[src/rtl/mul_share_arbiter.sv]
// Shares one multi-cycle multiplier between two requesters, round-robin on contention.
// gnt one cycle after req seen in IDLE; vld one cycle after mul_done or after a watchdog timeout.
module mul_share_arbiter #(
    parameter int DW      = 16,
    parameter int TIMEOUT = 15,
    parameter int TW      = 4
) (
    input  logic            clk,
    input  logic            reset,
    input  logic            req0,
    input  logic [DW-1:0]   a0,
    input  logic [DW-1:0]   b0,
    input  logic            req1,
    input  logic [DW-1:0]   a1,
    input  logic [DW-1:0]   b1,
    output logic            gnt0,
    output logic            gnt1,
    output logic            vld0,
    output logic            vld1,
    output logic [2*DW-1:0] res,
    output logic            err,
    output logic            mul_start,
    output logic [DW-1:0]   mul_a,
    output logic [DW-1:0]   mul_b,
    input  logic            mul_done,
    input  logic [2*DW-1:0] mul_result
);
    typedef enum logic [1:0] {IDLE, ISSUE, WAIT, RESP} state_t;

    state_t            state_q;
    logic [TW-1:0]     wdog_q;
    logic              last_q;
    logic              owner_q;
    logic              gnt0_q, gnt1_q, vld0_q, vld1_q, err_q, start_q;
    logic [2*DW-1:0]   res_q;
    logic [DW-1:0]     mul_a_q, mul_b_q;

    logic              sel1_d;
    logic [TW-1:0]     wdog_d;

    // Requester 1 wins when it is alone, or when both ask and 0 was served last.
    always_comb begin
        sel1_d = req1 & (~req0 | ~last_q);
        wdog_d = wdog_q + TW'(1);
    end

    always_ff @(posedge clk) begin
        if (reset) begin
            state_q <= IDLE;
            wdog_q  <= '0;
            last_q  <= 1'b1;
            owner_q <= 1'b0;
            gnt0_q  <= 1'b0;
            gnt1_q  <= 1'b0;
            vld0_q  <= 1'b0;
            vld1_q  <= 1'b0;
            err_q   <= 1'b0;
            start_q <= 1'b0;
            res_q   <= '0;
            mul_a_q <= '0;
            mul_b_q <= '0;
        end else begin
            gnt0_q  <= 1'b0;
            gnt1_q  <= 1'b0;
            vld0_q  <= 1'b0;
            vld1_q  <= 1'b0;
            start_q <= 1'b0;
            case (state_q)
                IDLE: begin
                    if (req0 | req1) begin
                        owner_q <= sel1_d;
                        gnt0_q  <= ~sel1_d;
                        gnt1_q  <= sel1_d;
                        start_q <= 1'b1;
                        mul_a_q <= sel1_d ? a1 : a0;
                        mul_b_q <= sel1_d ? b1 : b0;
                        state_q <= ISSUE;
                    end
                end
                ISSUE: begin
                    wdog_q  <= '0;
                    state_q <= WAIT;
                end
                WAIT: begin
                    wdog_q <= wdog_d;
                    // A done pulse in the final watchdog cycle still counts as success.
                    if (mul_done) begin
                        res_q   <= mul_result;
                        err_q   <= 1'b0;
                        vld0_q  <= ~owner_q;
                        vld1_q  <= owner_q;
                        state_q <= RESP;
                    end else if (wdog_q == TW'(TIMEOUT - 1)) begin
                        res_q   <= '0;
                        err_q   <= 1'b1;
                        vld0_q  <= ~owner_q;
                        vld1_q  <= owner_q;
                        state_q <= RESP;
                    end
                end
                RESP: begin
                    last_q  <= owner_q;
                    state_q <= IDLE;
                end
                default: state_q <= IDLE;
            endcase
        end
    end

    assign gnt0      = gnt0_q;
    assign gnt1      = gnt1_q;
    assign vld0      = vld0_q;
    assign vld1      = vld1_q;
    assign res       = res_q;
    assign err       = err_q;
    assign mul_start = start_q;
    assign mul_a     = mul_a_q;
    assign mul_b     = mul_b_q;
endmodule

[config.mk]
export PLATFORM = sky130hd
export DESIGN_NAME = mul_share_arbiter
export DESIGN_NICKNAME = d
export VERILOG_FILES = /design/src/rtl/mul_share_arbiter.sv
export SDC_FILE = /design/constraint.sdc
export NUM_CORES = 1
export LEC_CHECK = 0
export CORE_MARGIN = 10
export CORE_UTILIZATION = 38
export DETAILED_ROUTE_END_ITERATION = 16
export HOLD_SLACK_MARGIN = 0.12
export PLACE_DENSITY = 0.8
export SLEW_MARGIN = 20
export SYNTH_ARGS = -nofsm -noshare
export SYNTH_HDL_FRONTEND = slang
export SYNTH_SLANG_ARGS = --single-unit
[constraint.sdc]
create_clock -name clk -period 1.7 [get_ports clk]
set_input_delay 0.34 -clock clk [delete_from_list [all_inputs] [get_ports clk]]
set_output_delay 0.34 -clock clk [all_outputs]
set_load 0.03 [all_outputs]
After elaboration in Yosys (flattened, before gate mapping)
Cells that the tools add are included.
{"block": "op_classes", "add_sub_neg": 1, "n_eq_ne": 6, "n_mux": 16, "bitwise_logic": 10, "n_reduce_logical": 9}
{"op": "$mux W32", "n": 2}
{"op": "$mux W16", "n": 2}
{"op": "$pmux W2 S4", "n": 1}
{"op": "$pmux W4 S2", "n": 1}
{"op": "$mux W1", "n": 7}
{"op": "$not A1 Y1", "n": 7}
{"op": "$mux W2", "n": 3}
{"op": "$reduce_and A2 Y1", "n": 3}
{"op": "$add A4 B1 Y4 const B", "n": 1}
{"op": "$eq A2 B2 Y1 const B", "n": 2}
{"op": "$eq A4 B4 Y1 const B", "n": 1}
{"op": "$reduce_bool A2 Y1", "n": 2}
{"op": "$reduce_or A2 Y1", "n": 2}
{"op": "$ne A3 B3 Y1 const B", "n": 1}
{"op": "$reduce_or A3 Y1", "n": 1}
{"op": "$eq A2 B1 Y1 const B", "n": 1}
{"op": "$logic_not A2 Y1", "n": 1}
{"op": "$ne A2 B2 Y1 const B", "n": 1}
{"op": "$or A1 B1 Y1", "n": 2}
{"op": "$and A1 B1 Y1", "n": 1}
{"block": "word_totals", "regBits": 78, "inputBits": 101, "out_inout_bits": 70, "wordCells": 55}

Depth between registers and ports, before layout
{"block": "depth", "ltp_word": 4, "depth_mapped": 7, "mapped_depth_nobuf": 5}

Least setup slack after synthesis
OpenSTA, ideal clock, no wires.
{"block": "synth_timing", "path_kind": "flip-flop to flip-flop", "start": "reg wdog_q[0]", "end": "reg res_q[10], in the netlist res[10]", "setup_ns": 0.059, "arrival_time_ns": 1.366, "t_required_ns": 1.641, "setup_slack_ns": 0.275, "path_stages_with_launch": 7, "path_buffers": 1, "synth_period_minus_slack_ns": 1.425, "path_cell_list": "dfxtp_1 -> inv_1 -> ha_1 -> a31o_2 -> a21oi_2 -> buf_2 -> a22o_1"}
{"block": "synth_via", "elab_chain_cells": 3}
{"item": "start: declaration", "line_no": "31", "source": "logic [TW-1:0] wdog_q;"}
{"item": "start signal: assignment", "line_no": "85", "source": "wdog_q <= wdog_d;"}
{"item": "$eq A4 B4 Y1", "line_no": "93", "source": "end else if (wdog_q == TW'(TIMEOUT - 1)) begin"}
{"item": "$reduce_bool A2 Y1 (no line)"}
{"item": "$reduce_and A2 Y1 (no line)"}
{"item": "end signal: assignment", "line_no": "88", "source": "res_q <= mul_result;"}
{"item": "end: declaration", "line_no": "35", "source": "logic [2*DW-1:0] res_q;"}
No other way between the ends.
A chain may end at the register's enable or synchronous reset.

Worst setup path in the final report
{"block": "layout_timing", "start": "reg start_q, in the netlist mul_start", "end": "out mul_start"}
{"item": "start: declaration", "line_no": "34", "source": "logic gnt0_q, gnt1_q, vld0_q, vld1_q, err_q, start_q;"}
{"item": "start signal: assignment", "line_no": "58", "source": "start_q <= 1'b0;"}
{"item": "start signal: assignment", "line_no": "67", "source": "start_q <= 1'b0;"}
{"item": "start signal: assignment", "line_no": "74", "source": "start_q <= 1'b1;"}
{"item": "end: declaration", "line_no": "22", "source": "output logic mul_start,"}
No word-level cell between the ends.

==> results.json <==
{
  "yosysSeqAreaShare_pct": 51.61,
  "critPathRequiredTime_ns": 1.36,
  "cpLargestDelayFamily": "buffers and inverters",
  "layout_common_cells": "clkdlybuf4s50_1 (100), dfxtp_1 (78), dlygate4sd2_1 (63)",
  "fin_setup_tns_ns": 0,
  "finalWorstSetupSlack_ns": 0.04430,
  "drcViolationCount": 0,
  "pre_cts_slack_ns": -0.1203,
  "cp_data_arrival_time_ns": 1.32,
  "max_freq_mhz": 604.0,
  "drt_pass1_iterations": 4,
  "ir_drop_mv": 0.6576,
  "path_max_fanout": 1,
  "antenna_left": 0,
  "dr.first_iter.drc_count": 68,
  "antennaDiodeCount": 0,
  "syn_nets": 389,
  "critPathLaunchType": "flip-flop",
  "die_w_um": 109.2,
  "crit_buf_inv": 1,
  "status": "completed",
  "cts_max_level": 3,
  "core-area_mm2": 0.007727,
  "totalWireLength_um": 9667,
  "syn_area_per_cell_um2": 10.73,
  "grt_pass1_vias": 2973,
  "min_period_ns": 1.656,
  "endpoint_kind": "output pin",
  "holdWs_ns": 0.3132,
  "port_buffers": 170,
  "synth-seq-cells": 78,
  "syn_area_mm2": 0.003025,
  "globalplace.congestion": 0.8220,
  "ys.flop_type": "dfxtp_1",
  "avgRoutedWirePerCell_um": 17.29,
  "grt_overflow": 0,
  "dpl.hpwl_um": 7687,
  "synth_warnings": 0,
  "initial_core_util_pct": 39.15,
  "cts_tree": "done",
  "slew_viol_final": 0,
  "path_class": "flip-flop to output pin",
  "die_area_mm2": 0.01193,
  "mostFrequentLayoutCell": "clkdlybuf4s50_1",
  "fp.dieH_um": 109.2,
  "hold_viol": 0,
  "num_vias": 2803,
  "cap_violations": 0,
  "cts_inserted_buffers": 9,
  "cts_max_path_buffers": 2,
  "synth_edf_count": 0,
  "rsz0062_at_grt": "false",
  "rows": 32,
  "fin_total_pwr_uw": 6576,
  "fin_crit_sh_pct": 97.39,
  "clk_pin_slew_ns": 0.08,
  "dp_cells": 544,
  "maxSlewHeadroom_pct": 75.90,
  "grt_use_total_pct": 15.55,
  "cpPeakStageDelay_ns": 0.67,
  "layout.nets": 560,
  "netlist_instances": 282,
  "min_path_type": "input port to flip-flop",
  "cts_root_buffer": "clkbuf_8",
  "synth_async_sr_flop_share_pct": 0,
  "worstMarginPinSlew_ns": 0.3630,
  "p_per_area_mw_per_mm2": 1318,
  "setup_viol": 0,
  "synth.distinct_cells": 31,
  "fin_worst_skew_ns": 0.009947,
  "final_cells": 559,
  "p_leak_uw": 0.002264,
  "clock_sinks": 78,
  "ctsHoldBuffers": 0,
  "antenna_found_initial": 0,
  "syn2layout_area_growth_pct": 64.89,
  "routed_via_density": 5.014,
  "pin_count": 171,
  "crit_chain": "clkdlybuf4s50_1",
  "grt_pass1_wl_um": 14680,
  "slowest_stage": "clkdlybuf4s50_1",
  "grt_max_degree": 38,
  "final_layout_size_suffix_gt1_share_pct": 7.440,
  "clock_latency_ns": 0.33
}
==> routing by layer <==
layer,track usage (%),wire (um)
met3,10.21,1457
met2,26.09,4414
met4,5.112,100
met1,15.33,3695
met5,0,0
==> through the flow <==
stage	cell area [um^2]	utilization [%]
floorplan	3025	-
global placement	4856	62.84
detailed placement	4856	62.84
CTS	4974	64.36
global route	4989	64.56
finish	4989	64.56
==> final timing paths <==
| kind | startpoint | end | slack [ns] | cells past startpoint |
|---|---|---|---|---|
| setup reg to reg | state_q[1]$_SDFFE_PP0P_ | wdog_q[3]$_SDFFE_PP0P_ | 0.13 | 5 |
| hold reg to reg | res[2]$_SDFFE_PP0P_ | res[2]$_SDFFE_PP0P_ | 0.47 | 1 |
| hold / removal | reset | state_q[0]$_SDFFE_PP0P_ | 0.31 | 2 |
| setup / recovery | mul_start$_SDFF_PP0_ | mul_start | 0.04 | 1 |
==> Yosys cell counts, types with 2 or more instances <==
cell type   n  area, um^2
nand2b_1    3       18.77
nor3_1      3       15.01
nor2_1     34       127.6
nand3_1     2       10.01
ha_1        6       75.07
dfxtp_1    78        1562
buf_12      3       60.06
buf_2       7       35.03
o21ai_0     2       10.01
buf_1       2       7.510
nor2b_1     3       18.77
a21oi_1     5       25.02
nand2_1     6       22.52
mux2i_1    33       330.3
inv_1       5       18.77
a211oi_1   34       255.2
clkbuf_1   10       37.54
a22o_1     32       280.3
nor3b_1     2       15.01
==> cell families after synthesis <==
logic type / synth area share (%)
flip-flops: 51.61
adder cells (fa/ha/maj): 2.481
AO/OA/AOI/OAI: 21.09
multiplexers: 10.92
AND/OR/NAND/NOR: 8.271
buffers and inverters: 5.625
==> worst register-to-register path, cell delays in order, from the launching register on <==
cell and delay (ns):
dfxtp_1 0.39, inv_1 0.08, ha_1 0.39, nand2_1 0.09
or4_1 0.48, o21ai_1 0.09
==> what timing repair did <==
item,in CTS,in global routing
endpoints found under the setup margin,63,6
resized for setup,63,6
setup buffers,0,0
==> cell type report <==
type | instances | area (um^2)
Inverter | 5 | 18.77
Sequential cell | 78 | 1562
Fill cell | 643 | 2739
Multi-Input combinational cell | 176 | 1304
Tap cell | 102 | 127.6
Clock inverter | 5 | 58.81
Timing Repair Buffer | 183 | 1780
Clock buffer | 10 | 137.6
==> where the power goes <==
group | internal (uW) | leakage (uW) | switching (uW)
Combinational | 1130 | 0.00153 | 1680
Sequential | 2220 | 0.000639 | 196
Clock | 713 | 0.0000948 | 639
==> sequential cells by signal, summed over array words and instances, names as in the netlist <==
name       flops
mul_a         16
gnt1           1
last_q         1
mul_start      1
mul_b         16
err            1
res           32
state_q        2
vld0           1
owner_q        1
vld1           1
wdog_q         4
gnt0           1
No activity file was read; power rests on OpenSTA's default activity.
